<file path="src/rtl/bus_transfer_sequencer.sv">
// Bus transfer sequencer: owns the shared 8-bit bus, issuing drive/latch/clear strobes for MOV/LDI/CLR/NOP.
// Optional BUS_XFER_STATS_EN adds xfer_count/err_count outputs.
module bus_transfer_sequencer #(
  parameter int NUM_REGS      = 2,
  parameter int IDX_W         = 3,
  parameter int SETTLE_CYCLES = 1
) (
  input  logic                clk,
  input  logic                rst_n,
  input  logic                cmd_valid,
  output logic                cmd_ready,
  input  logic [1:0]          cmd_op,
  input  logic [IDX_W-1:0]    cmd_src,
  input  logic [IDX_W-1:0]    cmd_dst,
  input  logic [7:0]          cmd_imm,
  output logic [NUM_REGS-1:0] reg_data_out,
  output logic [NUM_REGS-1:0] reg_data_in,
  output logic [NUM_REGS-1:0] reg_clr,
  output logic                imm_oe,
  output logic [7:0]          imm_data,
`ifdef BUS_XFER_STATS_EN
  output logic [15:0]         xfer_count,
  output logic [7:0]          err_count,
`endif
  output logic                done,
  output logic                err
);
  localparam logic [1:0] OP_NOP = 2'b00, OP_MOV = 2'b01, OP_LDI = 2'b10, OP_CLR = 2'b11;
  localparam logic [3:0] SETTLE_LAST = 4'(SETTLE_CYCLES - 1);

  typedef enum logic [2:0] {S_IDLE, S_DRIVE, S_LATCH, S_CLEAR, S_RELEASE} state_t;

  state_t           state_q, state_d;
  logic [1:0]       op_q, op_d;
  logic [IDX_W-1:0] src_q, src_d, dst_q, dst_d;
  logic [7:0]       imm_q, imm_d;
  logic [3:0]       cnt_q, cnt_d;
  logic             done_q, done_d, err_q, err_d;
  logic             src_bad, dst_bad, reject;

  function automatic logic [NUM_REGS-1:0] onehot(input logic [IDX_W-1:0] idx);
    return NUM_REGS'(1) << idx;
  endfunction

  always_comb begin
    src_bad = int'(cmd_src) >= NUM_REGS;
    dst_bad = int'(cmd_dst) >= NUM_REGS;
    unique case (cmd_op)
      OP_MOV:  reject = src_bad || dst_bad || (cmd_src == cmd_dst);
      OP_LDI,
      OP_CLR:  reject = dst_bad;
      default: reject = 1'b0;
    endcase
  end

  always_comb begin
    state_d      = state_q;
    op_d         = op_q;
    src_d        = src_q;
    dst_d        = dst_q;
    imm_d        = imm_q;
    cnt_d        = cnt_q;
    done_d       = 1'b0;
    err_d        = 1'b0;
    cmd_ready    = 1'b0;
    reg_data_out = '0;
    reg_data_in  = '0;
    reg_clr      = '0;
    imm_oe       = 1'b0;
    unique case (state_q)
      S_IDLE: begin
        cmd_ready = 1'b1;
        cnt_d     = '0;
        if (cmd_valid) begin
          op_d  = cmd_op;
          src_d = cmd_src;
          dst_d = cmd_dst;
          if (cmd_op == OP_LDI) imm_d = cmd_imm;
          if (reject)                err_d   = 1'b1;
          else if (cmd_op == OP_NOP) done_d  = 1'b1;
          else if (cmd_op == OP_CLR) state_d = S_CLEAR;
          else                       state_d = S_DRIVE;
        end
      end
      S_DRIVE, S_LATCH: begin
        // The driver stays on through LATCH so the destination captures a settled bus.
        if (op_q == OP_LDI) imm_oe = 1'b1;
        else                reg_data_out = onehot(src_q);
        if (state_q == S_LATCH) begin
          reg_data_in = onehot(dst_q);
          state_d     = S_RELEASE;
        end else if (cnt_q == SETTLE_LAST) begin
          cnt_d   = '0;
          state_d = S_LATCH;
        end else begin
          cnt_d = cnt_q + 4'd1;
        end
      end
      S_CLEAR: begin
        reg_clr = onehot(dst_q);
        state_d = S_RELEASE;
      end
      S_RELEASE: state_d = S_IDLE;
      default:   state_d = S_IDLE;
    endcase
  end

  always_ff @(posedge clk or negedge rst_n) begin
    if (!rst_n) begin
      state_q <= S_IDLE;
      op_q    <= OP_NOP;
      src_q   <= '0;
      dst_q   <= '0;
      imm_q   <= 8'h00;
      cnt_q   <= '0;
      done_q  <= 1'b0;
      err_q   <= 1'b0;
    end else begin
      state_q <= state_d;
      op_q    <= op_d;
      src_q   <= src_d;
      dst_q   <= dst_d;
      imm_q   <= imm_d;
      cnt_q   <= cnt_d;
      done_q  <= done_d;
      err_q   <= err_d;
    end
  end

  assign imm_data = imm_q;
  assign done     = done_q | (state_q == S_RELEASE);
  assign err      = err_q;

`ifdef BUS_XFER_STATS_EN
  logic [15:0] xfer_count_q, xfer_count_d;
  logic [7:0]  err_count_q, err_count_d;

  always_comb begin
    xfer_count_d = xfer_count_q + ((state_q == S_RELEASE) ? 16'd1 : 16'd0);
    err_count_d  = err_count_q;
    if (err_q && err_count_q != 8'hFF) err_count_d = err_count_q + 8'd1;
  end

  always_ff @(posedge clk or negedge rst_n) begin
    if (!rst_n) begin
      xfer_count_q <= '0;
      err_count_q  <= '0;
    end else begin
      xfer_count_q <= xfer_count_d;
      err_count_q  <= err_count_d;
    end
  end

  assign xfer_count = xfer_count_q;
  assign err_count  = err_count_q;
`endif
endmodule

</file>
<file path="config.mk">
export PLATFORM = sky130hd
export DESIGN_NAME = bus_transfer_sequencer
export DESIGN_NICKNAME = d
export VERILOG_FILES = /design/src/rtl/bus_transfer_sequencer.sv
export SDC_FILE = /design/constraint.sdc
export NUM_CORES = 1
export LEC_CHECK = 0
export CAP_MARGIN = 25
export CORE_MARGIN = 8
export CORE_UTILIZATION = 45
export DETAILED_ROUTE_END_ITERATION = 12
export PLACE_DENSITY_LB_ADDON = 0.2
export SLEW_MARGIN = 10
export SYNTH_ARGS = -nofsm -noshare
export SYNTH_HDL_FRONTEND = slang
export SYNTH_SLANG_ARGS = --single-unit
</file>
<file path="constraint.sdc">
create_clock -name clk -period 1.8 [get_ports clk]
set_clock_uncertainty 0.05 [all_clocks]
set_input_delay 0.27 -clock clk [delete_from_list [all_inputs] [get_ports clk]]
set_output_delay 0.27 -clock clk [all_outputs]
set_load 0.005 [all_outputs]
</file>
# After elaboration in Yosys (flattened, before gate mapping)

Index checks and enable logic that the tools add are counted.

Register bits after elaboration: 25
Word-level logic and storage cells: 66
Output and inout port bits: 18

Shift-type cells: 2
Equal/unequal tests: 14
Bitwise logic cells: 1
Reduce and logical (&&, ||, !) cells: 12
Magnitude comparators: 2
Multiplexer cells: 26
$add $sub $neg: 1

Operator list:

| cell                  | number |
|---|---|
| $mux W3               | 5 |
| $mux W2               | 6 |
| $mux W1               | 10 |
| $pmux W3 S3           | 1 |
| $mux W4               | 2 |
| $ne A2 B2 Y1 const B  | 4 |
| $pmux W4 S2           | 1 |
| $eq A2 B2 Y1 const B  | 3 |
| $eq A3 B2 Y1 const B  | 2 |
| $ge A3 B2 Y1 const B  | 2 |
| $shl A1 B3 Y2 const A | 2 |
| $add A4 B1 Y4 const B | 1 |
| $logic_not A4 Y1      | 1 |
| $reduce_and A2 Y1     | 2 |
| $reduce_and A4 Y1     | 1 |
| $reduce_or A2 Y1      | 2 |
| $eq A3 B1 Y1 const B  | 1 |
| $eq A3 B3 Y1          | 1 |
| $eq A3 B3 Y1 const B  | 1 |
| $logic_not A3 Y1      | 1 |
| $ne A3 B3 Y1 const B  | 1 |
| $reduce_and A3 Y1     | 1 |
| $eq A2 B1 Y1 const B  | 1 |
| $logic_not A2 Y1      | 1 |
| 4 further kinds       | 5 |

# Logic depth before layout (Yosys ltp)

Depth in word-level cells: 7
Gate-level depth with buffers: 5
Mapped depth without buffers: 4

# Worst setup path after synthesis

No wires, ideal clock.

Path kind: register to register
Start: register state_q[0]
End: register imm_q[0], in the netlist imm_data[0]
Library setup time: 125 ps
Cell stages (with the launch flop): 6
Arrival time: 1329 ps
Path slack: 297 ps
Buffers on the path: 2
Cell sequence: dfrtp_1 -> buf_2 -> nor3_2 -> and4_1 -> buf_6 -> mux2_2

Cells in the longest elaborated chain, start to end: 2

RTL lines:

| item                               | RTL line | source |
|---|---|---|
| start, declared                    | 33       | `state_t state_q, state_d;` |
| start signal, assigned             | 119      | `state_q <= state_d;` |
| $logic_not A3 Y1                   | 70       | `unique case (state_q)` |
| $reduce_and A3 Y1 (no source line) | -        |  |
| end signal, assigned               | 123      | `imm_q <= imm_d;` |
| end, declared                      | 36       | `logic [7:0] imm_q, imm_d;` |

Every way passes these cells.
A chain may end at the register's enable or synchronous reset.

# Final worst setup path

Start: register state_q[1]
End: output port reg_data_out[1]

Cells in the longest elaborated chain, start to end: 3
Elaborated cells on any way between the ends: 4
Classes of those cells: 2 x eq/ne; 1 x mux; 1 x reduce/logical

RTL lines:

| item                                                | RTL line | source |
|---|---|---|
| $eq A3 B2 Y1 / $eq A3 B1 Y1 (equally long branches) | 70       |  |
| $reduce_or A2 Y1 (*)                                | 70       |  |
| $mux W2 (*)                                         | 70       |  |
| end, declared                                       | 16       | `output logic [NUM_REGS-1:0] reg_data_out,` |

Mark *: on every way between the ends. The rest lies on a longest branch, timed or not.

==> impl_metrics.yaml <==
outcome:
  outcome: "complete, but fails checks"
  violations: "setup timing"
synth:
  ys_types: 33
  ys_seq_area_frac: 0.526
  synth_area_leader_cell: "dfrtp_1"
  synth.most_common_cell: "dfrtp_1"
  synthCells: 96
  yosys_warnings: 0
  synth_enable_flop_cells: 0
  synth.top_cells.by_count: "25 x dfrtp_1, 16 x mux2_2, 7 x nand2_1, 5 x inv_1, 5 x nor2_1"
  dominantRegCellSynth: "dfrtp_1"
  synth_top_area_frac: 0.526
  synth_nets: 117
  avgSynthCellArea_um2: 12.4
  ys_ff_latch: 25
  synth_area_leaders: "dfrtp_1 53%, mux2_2 15%, buf_6 2.8%, nand2_1 2.2%, ha_1 2.1%"
  async_reset_ff_frac: 1.00
  netlist_area_mm2: 0.00119
place:
  place_worst_setup_slack_ns: -0.0449
  dp_hpwl_um: 2050
  place_area_mm2: 0.00161
  gp_congestion: 0.763
  io_buffers: 36
global_routing:
  grt_max_degree: 26
  grt.overflow.total: 0
  grt_pass1_wl_um: 4500
  grt_antenna_before_repair: 0
  grt_use_total: 0.128
  first_global_vias: 1007
detailed_routing:
  drc: 0
  final_antenna_net_count: 0
  wl_um: 2670
  wl_per_cell_um: 15.2
  drtIter0Drc: 17
  dr_total_vias: 918
  vias_per_cell: 5.25
  dr.pass1.iters: 3
pwr:
  vdd_drop_max_v: 0.000537
  power_density_mw_per_mm2: 746
  p_leak_uw: 0.000747
hold_path:
  hold_path_class: "in -> async"
worst_setup_path:
  arrival_ns: 1.58
  crit_chain: "xor2_1 > nand3b_1 > buf_4 > nor4b_2 > buf_2"
  endpoint: "reg_data_out[1]"
  crit_family: "flip-flops"
  crit_type: "reg -> out"
  cpMaxStageDelayCell: "dfrtp_1"
  cpPeakStageDelay_ns: 0.43
  cp.depth: 5
  r2r_start: "state_q[0]"
  r2r_cells: 6
  crit_path_start: "state_q[1]"
  critPathMaxFanout: 3
  critPathBufInv: 2
  rr_endpoint: "imm_data[7]"
  critPathLaunchType: "flop"
  ff2ff_setup_slack_ns: 0.09
  endpoint_kind: "output pin"
  cp_data_required_time_ns: 1.48
cells_and_area:
  utilization: 0.673
  finalNetCount: 167
  antenna_cells: 0
  postLayoutCellArea_mm2: 0.00168
  fill_cells: 203
  multi_input_area_um2: 536
  drive_gt1_frac: 0.345
  regArea_um2: 626
  syn2layout_area_growth_pct: 41.6
die:
  core_mm2: 0.00250
  chipHeight_um: 67.4
  initial_core_util: 0.475
  fp-row-count: 18
  io-pin-count: 37
  dieWidth_um: 67.4
  die_area_mm2: 0.00454
clock_tree:
  insertion_delay_ns: 0.31
  h-tree-depth: 1
  cts_sinks: 25
  clockRootBuffer: "clkbuf_4"
  hold_buffers: 0
  cts.path.max_buffers: 2
  cts_tree: "done"
  cts_buffers: 3
  clkTransAtPathRegs_ns: 0.13
flow_run:
  drv_cap: 0
timing:
  worst_slack_ns: -0.0996
  finalSetupViolCount: 6
  fin_crit_sh: 1.06
  rsz0062_at_grt: "true"
  hold_ws_ns: 0.249
  fmax_ghz: 0.526
  relSlewSlack: 0.717
  fin_crit_ns: 1.90
  maxSlewViolCount: 0
  hold_violations: 0
  worst_pin_slew_ns: 0.423
[worst register-to-register path, delay by kind of cell (launching register included)]
family / cells / cell delay [ns]
buf+inv: 3 / 0.44
simple gates: 2 / 0.36
flops: 1 / 0.41
mux: 1 / 0.35
[per-layer routing]
| layer | track usage | vias to the layer above | routed length (µm) |
|---|---|---|---|
| met5 | 0 | - | 0 |
| met4 | 0.0522 | 0 | 12 |
| met3 | 0.0315 | 2 | 191 |
| met2 | 0.227 | 24 | 1380 |
| met1 | 0.142 | 450 | 1080 |
| li1 | - | 442 | - |
[power breakdown]
part | switching [µW] | leakage, µW | internal [µW]
Combinational | 107 | 0.000418 | 215
Sequential | 50.6 | 0.000312 | 639
Clock | 160 | 0.0000177 | 83.0
Total | 318 | 0.000747 | 937
[metrics by stage]
step,setup TNS [ns],std cells,power [µW]
after global routing,-0.898,175,1330
after global placement,-0.207,166,998
after floorplan,0,96,817
final,-0.348,175,1250
after detailed placement,-0.147,166,1010
after CTS,-0.181,174,1270
[flip-flops by register name, indices dropped and copies added (netlist names)]
signal    cells
cnt_q         4
done_q        1
op_q          2
dst_q         3
err           1
state_q       3
src_q         3
imm_data      8
[area by class of cell]
class | instances | area share
Clock buffer | 3 | 0.0134
Clock inverter | 1 | 0.00297
Inverter | 5 | 0.0112
Multi-Input combinational cell | 62 | 0.318
Sequential cell | 25 | 0.372
Tap cell | 30 | 0.0223
Timing Repair Buffer | 49 | 0.260
[worst min path at each step]
stage	to	cells past startpoint	startpoint	slack, ns
floorplan	cnt_q[0]	0	rst_n	-0.08
global placement	imm_data[2]	1	imm_data[2]	0.44
detailed placement	imm_data[2]	1	imm_data[2]	0.45
CTS	cnt_q[2]	2	rst_n	0.25
global route	imm_data[6]	2	rst_n	0.28
finish	cnt_q[2]	2	rst_n	0.25
[what timing repair did]
item / 4_1_cts / 5_1_grt
setup buffers: 4 / 1
pin swaps: 4 / 3
resized for setup: 32 / 6
setup endpoints to repair: 9 / 7
[kinds of logic after synthesis]
family	after synthesis	synth area share
compound gates	12	0.0905
mux	16	0.152
simple gates	29	0.140
flops	25	0.526
xor+xnor	3	0.0221
fa+ha+maj	2	0.0210
buf+inv	9	0.0484
[placed cells by master (no fill, tap or decap), drive strengths merged]
cell            n
o21ai           5
nor4            1
nor3b           2
and3            2
a211o           1
clkdlybuf4s50  27
nand3b          1
or2             1
nand3           1
a41oi           1
o41ai           1
mux2           16
nand2b          2
clkdlybuf4s15   2
dlygate4sd2     1
nor4b           2
a21o            1
dfrtp          25
xnor2           1
and4            1
o31ai           1
nor2b           1
inv             5
nor2            5
clkinv          1
ha              2
a221oi          1
nor3            2
and2b           1
buf            19
o41a            1
nand2           7
xor2            2
clkbuf          3
Note: power is estimated with default switching activity, not from simulation.
